==> src/rtl/fb_bank_arbiter_pkg.sv <==
// Shared constants and types for the frame-buffer bank arbiter.
// The pixel address is a half-screen {row, col} index into one bank.
package fb_bank_arbiter_pkg;

  localparam int NUM_COLS = 64;
  localparam int NUM_ROWS = 64;

  // Two 12bpp pixels share one word, so one bank holds half the screen.
  localparam int DEF_ADDR_W       = $clog2(NUM_COLS) + $clog2(NUM_ROWS) - 1;
  localparam int DEF_DATA_W       = 24;
  localparam int DEF_STARVE_LIMIT = 8;

  typedef enum logic {
    ST_RUN  = 1'b0,
    ST_PEND = 1'b1
  } swap_state_e;

endpackage

==> src/rtl/fb_bank_arbiter_if.sv <==
// Bus bundle between the scan controller, host writer, RAM and the arbiter.
// The arbiter takes the slave view; the environment takes the master view.
interface fb_bank_arbiter_if #(
  parameter int ADDR_W = fb_bank_arbiter_pkg::DEF_ADDR_W,
  parameter int DATA_W = fb_bank_arbiter_pkg::DEF_DATA_W
);

  logic              scan_req;
  logic [ADDR_W-1:0] scan_addr;
  logic [DATA_W-1:0] scan_data;
  logic              scan_valid;
  logic              frame_end;

  logic              wr_valid;
  logic              wr_ready;
  logic [ADDR_W-1:0] wr_addr;
  logic [DATA_W-1:0] wr_data;

  logic              swap_req;
  logic              swap_done;
  logic              front_bank;
  logic              starve_err;

  logic [ADDR_W:0]   mem_addr;
  logic              mem_we;
  logic [DATA_W-1:0] mem_wdata;
  logic [DATA_W-1:0] mem_rdata;

  modport slave (
    input  scan_req, scan_addr, frame_end,
    input  wr_valid, wr_addr, wr_data, swap_req,
    input  mem_rdata,
    output scan_data, scan_valid, wr_ready,
    output swap_done, front_bank, starve_err,
    output mem_addr, mem_we, mem_wdata
  );

  modport master (
    output scan_req, scan_addr, frame_end,
    output wr_valid, wr_addr, wr_data, swap_req,
    output mem_rdata,
    input  scan_data, scan_valid, wr_ready,
    input  swap_done, front_bank, starve_err,
    input  mem_addr, mem_we, mem_wdata
  );

endinterface

==> src/rtl/fb_bank_arbiter_wr_buf.sv <==
// One-entry valid/ready holding register for host pixel writes.
// Accepts only when empty and not held; empties on an external drain strobe.
module fb_wr_buf #(
  parameter int ADDR_W = fb_bank_arbiter_pkg::DEF_ADDR_W,
  parameter int DATA_W = fb_bank_arbiter_pkg::DEF_DATA_W
) (
  input  logic              clk,
  input  logic              rst,
  input  logic              i_wr_valid,
  output logic              o_wr_ready,
  input  logic [ADDR_W-1:0] i_wr_addr,
  input  logic [DATA_W-1:0] i_wr_data,
  input  logic              i_hold,
  input  logic              i_drain,
  output logic              o_buf_full,
  output logic [ADDR_W-1:0] o_buf_addr,
  output logic [DATA_W-1:0] o_buf_data
);

  logic              r_full;
  logic [ADDR_W-1:0] r_addr;
  logic [DATA_W-1:0] r_data;
  logic              w_accept;

  assign o_wr_ready = ~r_full & ~i_hold;
  assign w_accept   = i_wr_valid & o_wr_ready;

  // NOTE: sequential state uses non-blocking assignments so every flop samples pre-edge values.
  always_ff @(posedge clk) begin
    if (!rst) begin
      r_full <= 1'b0;
    end else if (w_accept) begin
      r_full <= 1'b1;
    end else if (i_drain) begin
      r_full <= 1'b0;
    end
  end

  // NOTE: payload registers carry no reset; r_full alone says whether they mean anything.
  always_ff @(posedge clk) begin
    if (w_accept) begin
      r_addr <= i_wr_addr;
      r_data <= i_wr_data;
    end
  end

  assign o_buf_full = r_full;
  assign o_buf_addr = r_addr;
  assign o_buf_data = r_data;

endmodule

==> src/rtl/fb_bank_arbiter.sv <==
// Double-buffered pixel RAM arbiter: scan reads always win, host writes drain
// from a one-entry buffer into the back bank, banks swap only at frame end.
module fb_bank_arbiter
  import fb_bank_arbiter_pkg::*;
#(
  parameter int ADDR_W       = DEF_ADDR_W,
  parameter int DATA_W       = DEF_DATA_W,
  parameter int STARVE_LIMIT = DEF_STARVE_LIMIT
) (
  input  logic               clk,
  input  logic               rst,
  fb_bank_arbiter_if.slave   bus
);

  localparam int CNT_W = $clog2(STARVE_LIMIT + 1);

  swap_state_e       r_state;
  logic              r_front;
  logic              r_swap_done;
  logic              r_scan_valid;
  logic              r_starve_err;
  logic [CNT_W-1:0]  r_starve_cnt;

  logic              w_wr_ready;
  logic              w_buf_full;
  logic [ADDR_W-1:0] w_buf_addr;
  logic [DATA_W-1:0] w_buf_data;
  logic              w_swap_pend;
  logic              w_drain;
  logic              w_blocked;
  logic [ADDR_W:0]   w_mem_addr;
  logic              w_mem_we;

  assign w_swap_pend = (r_state == ST_PEND);
  // Gating with rst keeps a held write off the RAM while reset is asserted.
  assign w_drain     = rst & w_buf_full & ~bus.scan_req;
  assign w_blocked   = w_buf_full & bus.scan_req;

  fb_wr_buf #(
    .ADDR_W (ADDR_W),
    .DATA_W (DATA_W)
  ) u_wr_buf (
    .clk        (clk),
    .rst        (rst),
    .i_wr_valid (bus.wr_valid),
    .o_wr_ready (w_wr_ready),
    .i_wr_addr  (bus.wr_addr),
    .i_wr_data  (bus.wr_data),
    .i_hold     (w_swap_pend | ~rst),
    .i_drain    (w_drain),
    .o_buf_full (w_buf_full),
    .o_buf_addr (w_buf_addr),
    .o_buf_data (w_buf_data)
  );

  // A pending swap waits for a frame end with the buffer empty, so the
  // back bank is complete when it becomes visible.
  always_ff @(posedge clk) begin
    if (!rst) begin
      r_state     <= ST_RUN;
      r_front     <= 1'b0;
      r_swap_done <= 1'b0;
    end else begin
      r_swap_done <= 1'b0;
      case (r_state)
        ST_RUN: begin
          if (bus.swap_req) r_state <= ST_PEND;
        end
        ST_PEND: begin
          if (bus.frame_end && !w_buf_full) begin
            r_state     <= ST_RUN;
            r_front     <= ~r_front;
            r_swap_done <= 1'b1;
          end
        end
        default: r_state <= ST_RUN;
      endcase
    end
  end

  always_ff @(posedge clk) begin
    if (!rst) begin
      r_starve_cnt <= '0;
      r_starve_err <= 1'b0;
    end else begin
      if (w_drain) begin
        r_starve_cnt <= '0;
      end else if (w_blocked && (r_starve_cnt != CNT_W'(STARVE_LIMIT))) begin
        r_starve_cnt <= r_starve_cnt + 1'b1;
      end
      if (w_blocked && (r_starve_cnt == CNT_W'(STARVE_LIMIT - 1))) begin
        r_starve_err <= 1'b1;
      end
    end
  end

  always_ff @(posedge clk) begin
    if (!rst) begin
      r_scan_valid <= 1'b0;
    end else begin
      r_scan_valid <= bus.scan_req;
    end
  end

  // NOTE: every always_comb output gets a default first, so no path can infer a latch.
  always_comb begin
    w_mem_addr = {r_front, bus.scan_addr};
    w_mem_we   = 1'b0;
    if (w_drain) begin
      w_mem_addr = {~r_front, w_buf_addr};
      w_mem_we   = 1'b1;
    end
  end

  assign bus.mem_addr   = w_mem_addr;
  assign bus.mem_we     = w_mem_we;
  assign bus.mem_wdata  = w_buf_data;
  assign bus.scan_data  = bus.mem_rdata;
  assign bus.scan_valid = r_scan_valid;
  assign bus.wr_ready   = w_wr_ready;
  assign bus.swap_done  = r_swap_done;
  assign bus.front_bank = r_front;
  assign bus.starve_err = r_starve_err;

endmodule

==> src/flat_wrapper.sv <==
// flat-port wrapper written by rule: the top's interface ports become plain ports
module fb_bank_arbiter_flat import fb_bank_arbiter_pkg::*;
#(
  parameter int ADDR_W       = DEF_ADDR_W,
  parameter int DATA_W       = DEF_DATA_W,
  parameter int STARVE_LIMIT = DEF_STARVE_LIMIT
)
  (clk, rst, bus_scan_req, bus_scan_addr, bus_frame_end, bus_wr_valid, bus_wr_addr, bus_wr_data, bus_swap_req, bus_mem_rdata, bus_scan_data, bus_scan_valid, bus_wr_ready, bus_swap_done, bus_front_bank, bus_starve_err, bus_mem_addr, bus_mem_we, bus_mem_wdata);
  fb_bank_arbiter_if #(.ADDR_W(ADDR_W), .DATA_W(DATA_W)) bus_i ();
  input  logic clk;
  input  logic rst;
  input wire logic [$bits(bus_i.scan_req)-1:0] bus_scan_req;
  input wire logic [$bits(bus_i.scan_addr)-1:0] bus_scan_addr;
  input wire logic [$bits(bus_i.frame_end)-1:0] bus_frame_end;
  input wire logic [$bits(bus_i.wr_valid)-1:0] bus_wr_valid;
  input wire logic [$bits(bus_i.wr_addr)-1:0] bus_wr_addr;
  input wire logic [$bits(bus_i.wr_data)-1:0] bus_wr_data;
  input wire logic [$bits(bus_i.swap_req)-1:0] bus_swap_req;
  input wire logic [$bits(bus_i.mem_rdata)-1:0] bus_mem_rdata;
  output wire logic [$bits(bus_i.scan_data)-1:0] bus_scan_data;
  output wire logic [$bits(bus_i.scan_valid)-1:0] bus_scan_valid;
  output wire logic [$bits(bus_i.wr_ready)-1:0] bus_wr_ready;
  output wire logic [$bits(bus_i.swap_done)-1:0] bus_swap_done;
  output wire logic [$bits(bus_i.front_bank)-1:0] bus_front_bank;
  output wire logic [$bits(bus_i.starve_err)-1:0] bus_starve_err;
  output wire logic [$bits(bus_i.mem_addr)-1:0] bus_mem_addr;
  output wire logic [$bits(bus_i.mem_we)-1:0] bus_mem_we;
  output wire logic [$bits(bus_i.mem_wdata)-1:0] bus_mem_wdata;
  assign bus_i.scan_req = bus_scan_req;
  assign bus_i.scan_addr = bus_scan_addr;
  assign bus_i.frame_end = bus_frame_end;
  assign bus_i.wr_valid = bus_wr_valid;
  assign bus_i.wr_addr = bus_wr_addr;
  assign bus_i.wr_data = bus_wr_data;
  assign bus_i.swap_req = bus_swap_req;
  assign bus_i.mem_rdata = bus_mem_rdata;
  assign bus_scan_data = bus_i.scan_data;
  assign bus_scan_valid = bus_i.scan_valid;
  assign bus_wr_ready = bus_i.wr_ready;
  assign bus_swap_done = bus_i.swap_done;
  assign bus_front_bank = bus_i.front_bank;
  assign bus_starve_err = bus_i.starve_err;
  assign bus_mem_addr = bus_i.mem_addr;
  assign bus_mem_we = bus_i.mem_we;
  assign bus_mem_wdata = bus_i.mem_wdata;
  fb_bank_arbiter #(.ADDR_W(ADDR_W), .DATA_W(DATA_W), .STARVE_LIMIT(STARVE_LIMIT)) u_core (.clk(clk), .rst(rst), .bus(bus_i));
endmodule
==> config.mk <==
export PLATFORM = sky130hd
export DESIGN_NAME = fb_bank_arbiter_flat
export DESIGN_NICKNAME = d
export VERILOG_FILES = /design/src/rtl/fb_bank_arbiter_pkg.sv /design/src/rtl/fb_bank_arbiter_if.sv /design/src/rtl/fb_bank_arbiter_wr_buf.sv /design/src/rtl/fb_bank_arbiter.sv /design/src/flat_wrapper.sv
export SDC_FILE = /design/constraint.sdc
export NUM_CORES = 1
export LEC_CHECK = 0
export CAP_MARGIN = 20
export CORE_ASPECT_RATIO = 1.4
export CORE_UTILIZATION = 40
export DETAILED_ROUTE_END_ITERATION = 7
export DONT_BUFFER_PORTS = 1
export PLACE_DENSITY = 0.59
export SETUP_SLACK_MARGIN = 0.15
export SYNTH_ARGS = -nofsm -noshare
export SYNTH_HDL_FRONTEND = slang
export SYNTH_SLANG_ARGS = --single-unit
==> constraint.sdc <==
create_clock -name clk -period 3.3 [get_ports clk]
set_clock_uncertainty 0.1 [all_clocks]
set_input_delay 0.66 -clock clk [delete_from_list [all_inputs] [get_ports clk]]
set_output_delay 0.66 -clock clk [all_outputs]
set_load 0.02 [all_outputs]
==> results.toml <==
[outcome]
status = "completed"

[setup_path]
crit_arrival_ns = 1.54
crit_type = "reg -> out"
critical-path-slowest-cell = "dfxtp_1"
worstPathRequired_ns = 2.54
endpoint_kind = "output port"
path_cells = "nand3b_4 > xnor2_1"
worstPathMaxFanout = 13
critPathMaxStageDelay_ns = 0.51
cp-start-kind = "register"

[routing]
firstDrtPassIters = 4
vias_per_cell = 5.31
routed-via-count = 882
drc = 0
drt_iter0_drc = 33
antenna_left = 0
drt_wl_total_mm = 3.18
routedWlPerCell_um = 19.2

[synthesis]
synth_area_sq_um = 1870
ys_seq_elements = 45
ys_seq_area_share_pct = 66.9
yosysMostFrequentCell = "edfxtp_1"
synth_area_leaders = "edfxtp_1, dfxtp_1, buf_4"
ys_warn_count = 0
ys_types = 30
synth_nets = 200
ys_top_cells_by_count = "edfxtp_1, buf_4, dfxtp_1"
yosysTopAreaCellShare_pct = 56.2
async_flop_share_pct = 0
synth_top_cell_by_area = "edfxtp_1"
synth_edf_count = 35
avgSynthCellArea_sq_um = 15.3
synth_flop_cell = "edfxtp_1"
syn_inst = 122

[die]
dieHeight_um = 82.9
rows = 29
core_sq_um = 4500
initial_core_util_pct = 41.5
dieWidth_um = 59.8
num_io_pins = 142
dieArea_sq_um = 4950

[power_and_ir_drop]
peakVddDrop_mv = 0.275
switching_power_mw = 0.231
share_seq_of_total_power_pct = 64.4
p_int_mw = 0.805
clkPwrFrac_pct = 30.4
p_leak_nw = 0.653
p_per_area_nw_per_um2 = 565
swShare_pct = 22.3
combPwrFrac_pct = 5.1

[hold_path]
hp-class = "in -> reg"

[timing]
timing_hold_violations_final = 0
slew_headroom_pct = 39.5
max_freq_mhz = 436
tightest_slew_ns = 0.908
rsz0062_at_grt = "no"
finalSetupTns_ns = 0
hold_slack_ns = 0.358
fin_crit_ns = 2.30
finalCritPeriodShare_pct = 69.6
slew_violations = 0
setup_violations = 0

[grt]
grt_pass1_wl_mm = 4.64
track_usage_pct = 13.2
grt_start_max_net_pins = 37
grt_pass1_vias = 847
grt.overflow.total = 0
antenna_found_initial = 0

[job]
drv_cap = 0

[clocking]
post_cts_buffers = 0
ctsResizeCount = 0
cts_root_buffer = "clkbuf_8"
numCtsBuffers = 5
clock_latency_ns = 0.28
htreeDepth = 2
cts_buffer_depth = 2
cts_tree = "yes"
clk_pin_slew_ns = 0.08
holdBufCountCts = 0
clock-sinks = 45

[placement]
io_buffers = 0
dp_hpwl_mm = 2.40
gp_congestion = 0.693

[layout]
drive_gt1_share_pct = 20.2
nets = 181
multi_input_area_sq_um = 408
ff_latch_area_sq_um = 1250
fill_cells = 449
area_growth_pct = -1.87
diodes = 0
metal layers:
metal  up-vias  part of all wire, %  track usage (%)
met2        77                   56             21.8
met1       423                   32             13.1
met5         -                    0                0
li1        371                    -                -
met3        11                  9.8             6.23
met4         0                  2.8             7.19
kinds of logic (layout without fill, tap and decap cells):
group	Yosys count	count (layout)	share of synthesized area [%]
DFF	45	45	66.9
muxes	13	13	9.30
xor gates and xnor gates	2	2	0.937
and+or+nand+nor	22	22	7.43
adders and majority gates	2	2	1.34
AOI/OAI and AO/OA	8	8	2.81
buffers and inverters	30	12	11.2
layout by cell type (no fill, tap or decap), drive strengths merged:
cell type,count
edfxtp,35
mux2,11
dfxtp,10
nand3,6
clkbuf,6
inv,4
nand2,4
a21oi,3
nor2,2
xnor2,2
mux2i,2
and2,2
ha,2
clkinv,2
nand3b,2
and4bb,1
nand2b,1
a211o,1
or2b,1
a31oi,1
o211a,1
o21ai,1
or3,1
nor3,1
o21a,1
nor2b,1
worst paths after layout:
check,start,end,slack (ns),depth (start not counted)
worst max register to register,u_core.u_wr_buf.o_buf_full$_SDFFE_PN0P_,u_core.u_wr_buf.o_buf_data[0]$_DFFE_PP_,1.46,1
worst min register to register,u_core.r_state$_SDFF_PN0_,u_core.bus.swap_done$_SDFF_PN0_,0.39,2
worst max-delay path,u_core.u_wr_buf.o_buf_full$_SDFFE_PN0P_,bus_mem_addr[11],1.00,2
worst min-delay path,bus_wr_data[23],u_core.u_wr_buf.o_buf_data[23]$_DFFE_PP_,0.36,0
worst max-delay path: cells and delay by family (launching register included):
family | cells | cell delay [ns]
simple gates | 1 | 0.26
xor+xnor | 1 | 0.47
flops | 1 | 0.51
cell type report:
type	count	share of cell area, %
Clock buffer	6	3.96
Clock inverter	2	0.546
Inverter	4	0.819
Multi-Input combinational cell	47	22.2
Sequential cell	45	68.2
Tap cell	62	4.23
state kept, by name, summed over array words and instances, names as in the netlist:
register and count:
u_core.bus.front_bank 1, u_core.bus.scan_valid 1, u_core.bus.starve_err 1, u_core.bus.swap_done 1, u_core.r_starve_cnt 4, u_core.r_state 1
u_core.u_wr_buf.o_buf_addr 11, u_core.u_wr_buf.o_buf_data 24, u_core.u_wr_buf.o_buf_full 1
power by group through the flow:
| stage | clock, mW | combinational, mW | sequential [mW] |
|---|---|---|---|
| after floorplan | 0 | 0.0918 | 0.676 |
| after global placement | 0 | 0.0523 | 0.680 |
| after detailed placement | 0 | 0.0540 | 0.681 |
| after CTS | 0.327 | 0.0540 | 0.668 |
| after global routing | 0.350 | 0.0569 | 0.670 |
| final | 0.315 | 0.0533 | 0.667 |
per-stage QoR:
step	total power, mW	util (%)	area, sq um	std cells	setup WS [ns]
after global placement	0.732	38.9	1750	158	1.12
after detailed placement	0.735	38.9	1750	158	1.11
after floorplan	0.768	-	1870	122	1.18
after global routing	1.08	40.8	1830	166	0.879
final	1.04	40.8	1830	166	1.00
after CTS	1.05	40.8	1830	166	0.987
(Power assumes the default switching activity.)
